--- config.mk ---
export PLATFORM = sky130hd
export DESIGN_NAME = jump_ctrl
export DESIGN_NICKNAME = d
export VERILOG_FILES = /design/src/rtl/jump_ctrl.sv
export SDC_FILE = /design/constraint.sdc
export NUM_CORES = 1
export LEC_CHECK = 0
export CAP_MARGIN = 20
export CORE_UTILIZATION = 25
export CTS_CLUSTER_DIAMETER = 40
export DETAILED_ROUTE_END_ITERATION = 10
export PLACE_DENSITY = 0.42
export SKIP_CTS_REPAIR_TIMING = 1
export SYNTH_ARGS = -nofsm -noshare
export SYNTH_HDL_FRONTEND = slang
export SYNTH_SLANG_ARGS = --single-unit
--- constraint.sdc ---
create_clock -name clk -period 4.48 [get_ports clk]
set_input_delay 1.344 -clock clk [delete_from_list [all_inputs] [get_ports clk]]
set_output_delay 1.344 -clock clk [all_outputs]
set_load 0.01 [all_outputs]
--- src/rtl/jump_ctrl.sv ---
// Branch decision for the CPU control path: combinational take-jump select,
// plus a registered copy of the qualified decision and saturating statistics.
module jump_ctrl #(
  parameter int unsigned CNT_W = 16
) (
  input  logic             clk,
  input  logic             rst,
  input  logic [1:0]       opcode,
  input  logic [2:0]       status,
  input  logic             jmp_valid,
  output logic             jump,
  output logic             jump_q,
  output logic [CNT_W-1:0] taken_cnt,
  output logic [CNT_W-1:0] nottaken_cnt
);

  logic             jump_q_q, jump_q_d;
  logic [CNT_W-1:0] taken_cnt_q, taken_cnt_d;
  logic [CNT_W-1:0] nottaken_cnt_q, nottaken_cnt_d;

  always_comb begin
    jump = 1'b1;
    unique case (opcode)
      2'b00: jump = 1'b1;
      2'b01: jump = status[0];
      2'b10: jump = status[1];
      2'b11: jump = status[2];
      default: jump = 1'b1;
    endcase
  end

  // Only one counter can move per cycle; each saturates at all ones.
  always_comb begin
    jump_q_d       = jmp_valid & jump;
    taken_cnt_d    = taken_cnt_q;
    nottaken_cnt_d = nottaken_cnt_q;
    if (jmp_valid) begin
      if (jump) begin
        if (taken_cnt_q != '1) taken_cnt_d = taken_cnt_q + CNT_W'(1);
      end else begin
        if (nottaken_cnt_q != '1) nottaken_cnt_d = nottaken_cnt_q + CNT_W'(1);
      end
    end
  end

  always_ff @(posedge clk or posedge rst) begin
    if (rst) begin
      jump_q_q       <= 1'b0;
      taken_cnt_q    <= '0;
      nottaken_cnt_q <= '0;
    end else begin
      jump_q_q       <= jump_q_d;
      taken_cnt_q    <= taken_cnt_d;
      nottaken_cnt_q <= nottaken_cnt_d;
    end
  end

  assign jump_q       = jump_q_q;
  assign taken_cnt    = taken_cnt_q;
  assign nottaken_cnt = nottaken_cnt_q;

endmodule

# Word-level counts from Yosys, hierarchy flattened
# Cells that the tools add are included.
dict set report totals {
  out_inout_bits 34
  ff_bits 33
  elab_cells 16
  inputBits 8
}
dict set report op_classes {
  reduce_logical 3
  bitwise 2
  n_eq_ne 5
  add_sub_neg 2
  muxes 1
}
# operator n
set ops {}
lappend ops {{16-bit by 1-bit adder with 16-bit output, second input constant} 2}
lappend ops {{16-bit inequality test, second input constant} 2}
lappend ops {{3-bit AND reduction} 2}
lappend ops {{2-bit equality test, second input constant} 2}
lappend ops {{1-bit one-hot mux with 4 select lines} 1}
lappend ops {{2-bit by 1-bit equality test with 1-bit output, second input constant} 1}
lappend ops {{2-bit zero test} 1}
lappend ops {{1-bit bitwise AND} 1}
lappend ops {{1-bit inverter} 1}

# Depth between registers and ports, before layout
dict set report depth {
  ltp_word 4
  mapped_depth 6
}

# Least setup slack after synthesis
# No wires, ideal clock.
dict set report synth_timing {
  path_type {input port to output port}
  startpoint {input opcode[0]}
  endpoint {output jump}
  arrival_ps 1851
  setup_slack_ps 1285
  t_required_ps 3136
  path_buffers 0
  cell_stages 2
  path_cell_list {nor3b_1 a21oi_1}
}
dict set report synth_between {
  elab_chain_len 2
  word_cells_on_any_way 5
  cone_classes {eq/ne: 3; mux: 1; reduce/logical: 1}
}
# item line_no
set synth_lines {}
lappend synth_lines {{from (decl)} 8} ;# input logic [1:0] opcode,
lappend synth_lines {{2-bit equality test (tied with other cells)} 23} ;# unique case (opcode)
lappend synth_lines {{1-bit one-hot mux with 4 select lines *} 23}
lappend synth_lines {{to (decl)} 11} ;# output logic jump,
# Mark *: on every way between the ends. The rest lies on a longest branch, timed or not.

# Worst setup path in the final report
dict set report layout_timing {
  startpoint {input opcode[1]}
  endpoint {output jump}
}
# Same word-level chain as after synthesis.

==> impl_metrics.py <==
metrics = {
    "timing": {
        "fin_ws_ns": 0.184,
        "fmax_mhz": 233,
        "finalSetupViolCount": 0,
        "max_slew_margin_pct": 54.9,
        "setup_tns_ns": 0,
        "final.period_utilization_pct": 95.9,
        "whs_ns": 0.488,
        "rsz0062_at_grt": "false",
        "slew_violations": 0,
        "skew_ns": 0.0119,
        "min_period_ns": 4.30,
        "tightest_slew_ns": 0.674,
        "hold_viol": 0,
    },
    "placed_design": {
        "port-buffer-count": 41,
        "placed_cells": 271,
        "dp_slack_ns": 0.190,
        "dpl_cell_area_um2": 2240,
        "place_hpwl_um": 2950,
        "gp_congestion": 0.729,
    },
    "synthesis": {
        "synth_edf_count": 0,
        "yosysWarnings": 0,
        "synth_top_area_share_pct": 47.4,
        "synth_common_cells": "dfrtp_1, xnor2_1, nand4_1",
        "ys_ff_latch": 33,
        "avgSynthCellArea_um2": 11.5,
        "syn_area_um2": 1740,
        "synth-main-ff-cell": "dfrtp_1",
        "syn-num-nets": 162,
        "yosysMostFrequentCell": "dfrtp_1",
        "yosys.area.top_type": "dfrtp_1",
        "synth-seq-area-share_pct": 47.4,
        "synthArstFlopShare_pct": 100,
        "synth_top_cells_by_area": "dfrtp_1, xnor2_1, nand4_1",
        "syn_inst": 152,
        "yosysUniqueCellTypes": 36,
    },
    "worst_setup_path": {
        "cp_slowest_cell": "clkdlybuf4s50_1",
        "path_class": "in2out",
        "end_kind": "output port",
        "crit_family": "buffers and inverters",
        "critPathMostFrequentCell": "clkdlybuf4s50_1",
        "reg2reg_from": "nottaken_cnt[0]",
        "cp_cell_sequence": "clkdlybuf4s50_1, nor3b_1, a21oi_1, clkdlybuf4s50_1",
        "arrival_ns": 2.95,
        "critPathMaxStageDelay_ns": 0.56,
        "start_kind": "primary input",
        "path_max_fanout": 3,
        "crit_buf_inv": 2,
        "required_ns": 3.14,
        "crit_start": "opcode[1]",
    },
    "pwr": {
        "cellLeakagePower_nw": 0.935,
        "peakVddDrop_uv": 174,
        "powerDensity_nw_per_um2": 394,
        "power_mw": 0.912,
    },
    "die": {
        "die_h_um": 85.5,
        "initial_core_util_pct": 25.8,
        "fp.dieW_um": 85.5,
        "row_count": 30,
        "core_area_um2": 6760,
        "io_pins": 42,
        "die_area_um2": 7300,
    },
    "clock_tree": {
        "cts_tree": "done",
        "cts_made_buffers": 5,
        "cts_htree_levels": 2,
        "clockBufferDepth": 2,
        "cts_root_buffer": "clkbuf_8",
        "clock_latency_ns": 0.29,
        "cts_num_sinks": 33,
        "clk_pin_slew_ns": 0.06,
    },
    "min_path": {
        "min_from": "nottaken_cnt[6]",
        "hold_class": "reg2reg",
    },
    "cells_and_area": {
        "n_antenna_cell": 0,
        "final_cell_count_no_fill": 279,
        "syn_to_final_growth_pct": 33.1,
        "layout-drive-gt1-share_pct": 11.6,
        "post-route-util_pct": 34.3,
        "fin_nets": 208,
        "final_area_um2": 2320,
        "fillers": 692,
    },
    "global_routing": {
        "grt_pass1_vias": 1481,
        "grt_start_max_net_pins": 18,
        "grt_use_total_pct": 12.0,
        "grt-ovfl-total": 0,
        "antenna_found_initial": 0,
        "grt_pass1_wl_um": 6810,
    },
    "routing": {
        "drt_wl_total_um": 4050,
        "drcViolationCount": 0,
        "vias": 1409,
        "drt_iter0_drc": 36,
        "wl_per_cell_um": 14.5,
        "vias_per_cell": 5.05,
        "drtAntennaViolNets": 0,
        "drt_first_pass_iters": 4,
    },
    "outcome": {
        "run_status": "completed",
    },
    "flow_run": {
        "drv_cap": 0,
    },
}
[area by class of cell]
type | count | area [um^2] | area share (%)
multi-input combinational | 111 | 870 | 37.5
sequential | 33 | 826 | 35.6
timing repair buffer | 43 | 425 | 18.3
tap | 80 | 100 | 4.32
clock buffer | 6 | 72.6 | 3.13
inverter | 4 | 15.0 | 0.648
clock inverter | 2 | 10.0 | 0.432
[cells by family (layout without fill, tap and decap cells)]
| kind of cell | count (synthesis) | in the layout | synth area share [%] |
|---|---|---|---|
| AO/OA/AOI/OAI | 23 | 23 | 11.1 |
| AND/OR/NAND/NOR | 53 | 53 | 19.3 |
| adder cells (fa/ha/maj) | 2 | 2 | 1.44 |
| XOR/XNOR | 29 | 29 | 14.6 |
| flip-flops | 33 | 33 | 47.4 |
| buffers and inverters | 8 | 55 | 2.66 |
| multiplexers | 4 | 4 | 3.45 |
[routing by layer]
layer	up-vias	GRT usage [%]	wire length [um]
met5	-	0	0
met1	692	13.8	1770
met4	0	4.85	89
met2	44	21.0	2000
li1	661	-	-
met3	12	3.11	189
[where the power goes]
part	internal [mW]	total (mW)	switching [mW]
clock	0.108	0.220	0.112
sequential	0.349	0.419	0.0696
combinational	0.158	0.274	0.116
[final timing paths]
check,cells past startpoint,to,slack (ns)
setup reg to reg,5,nottaken_cnt[1],2.52
hold / removal,1,nottaken_cnt[6],0.49
setup / recovery,4,jump,0.18
max in group asynchronous,3,taken_cnt[8],2.34
hold reg to reg,1,nottaken_cnt[6],0.49
min in group asynchronous,2,nottaken_cnt[4],1.45
[registers in the layout (all words and copies together) (netlist names)]
signal        count
jump_q            1
taken_cnt        16
nottaken_cnt     16
[layout by cell type, fill, tap and decap left out, types with 4 or more instances in the layout]
cell type / netlist / final
nand2_1: 8 / 8
clkbuf_8: 0 / 5
o211ai_1: 7 / 7
clkdlybuf4s50_1: 0 / 41
nand4_1: 10 / 10
nand3_1: 4 / 4
xor2_1: 6 / 6
dfrtp_1: 33 / 33
xnor2_1: 23 / 23
inv_1: 4 / 4
nor3_1: 4 / 4
and3_1: 7 / 7
o2111ai_1: 7 / 7
Power figures use the tool's default switching activity.
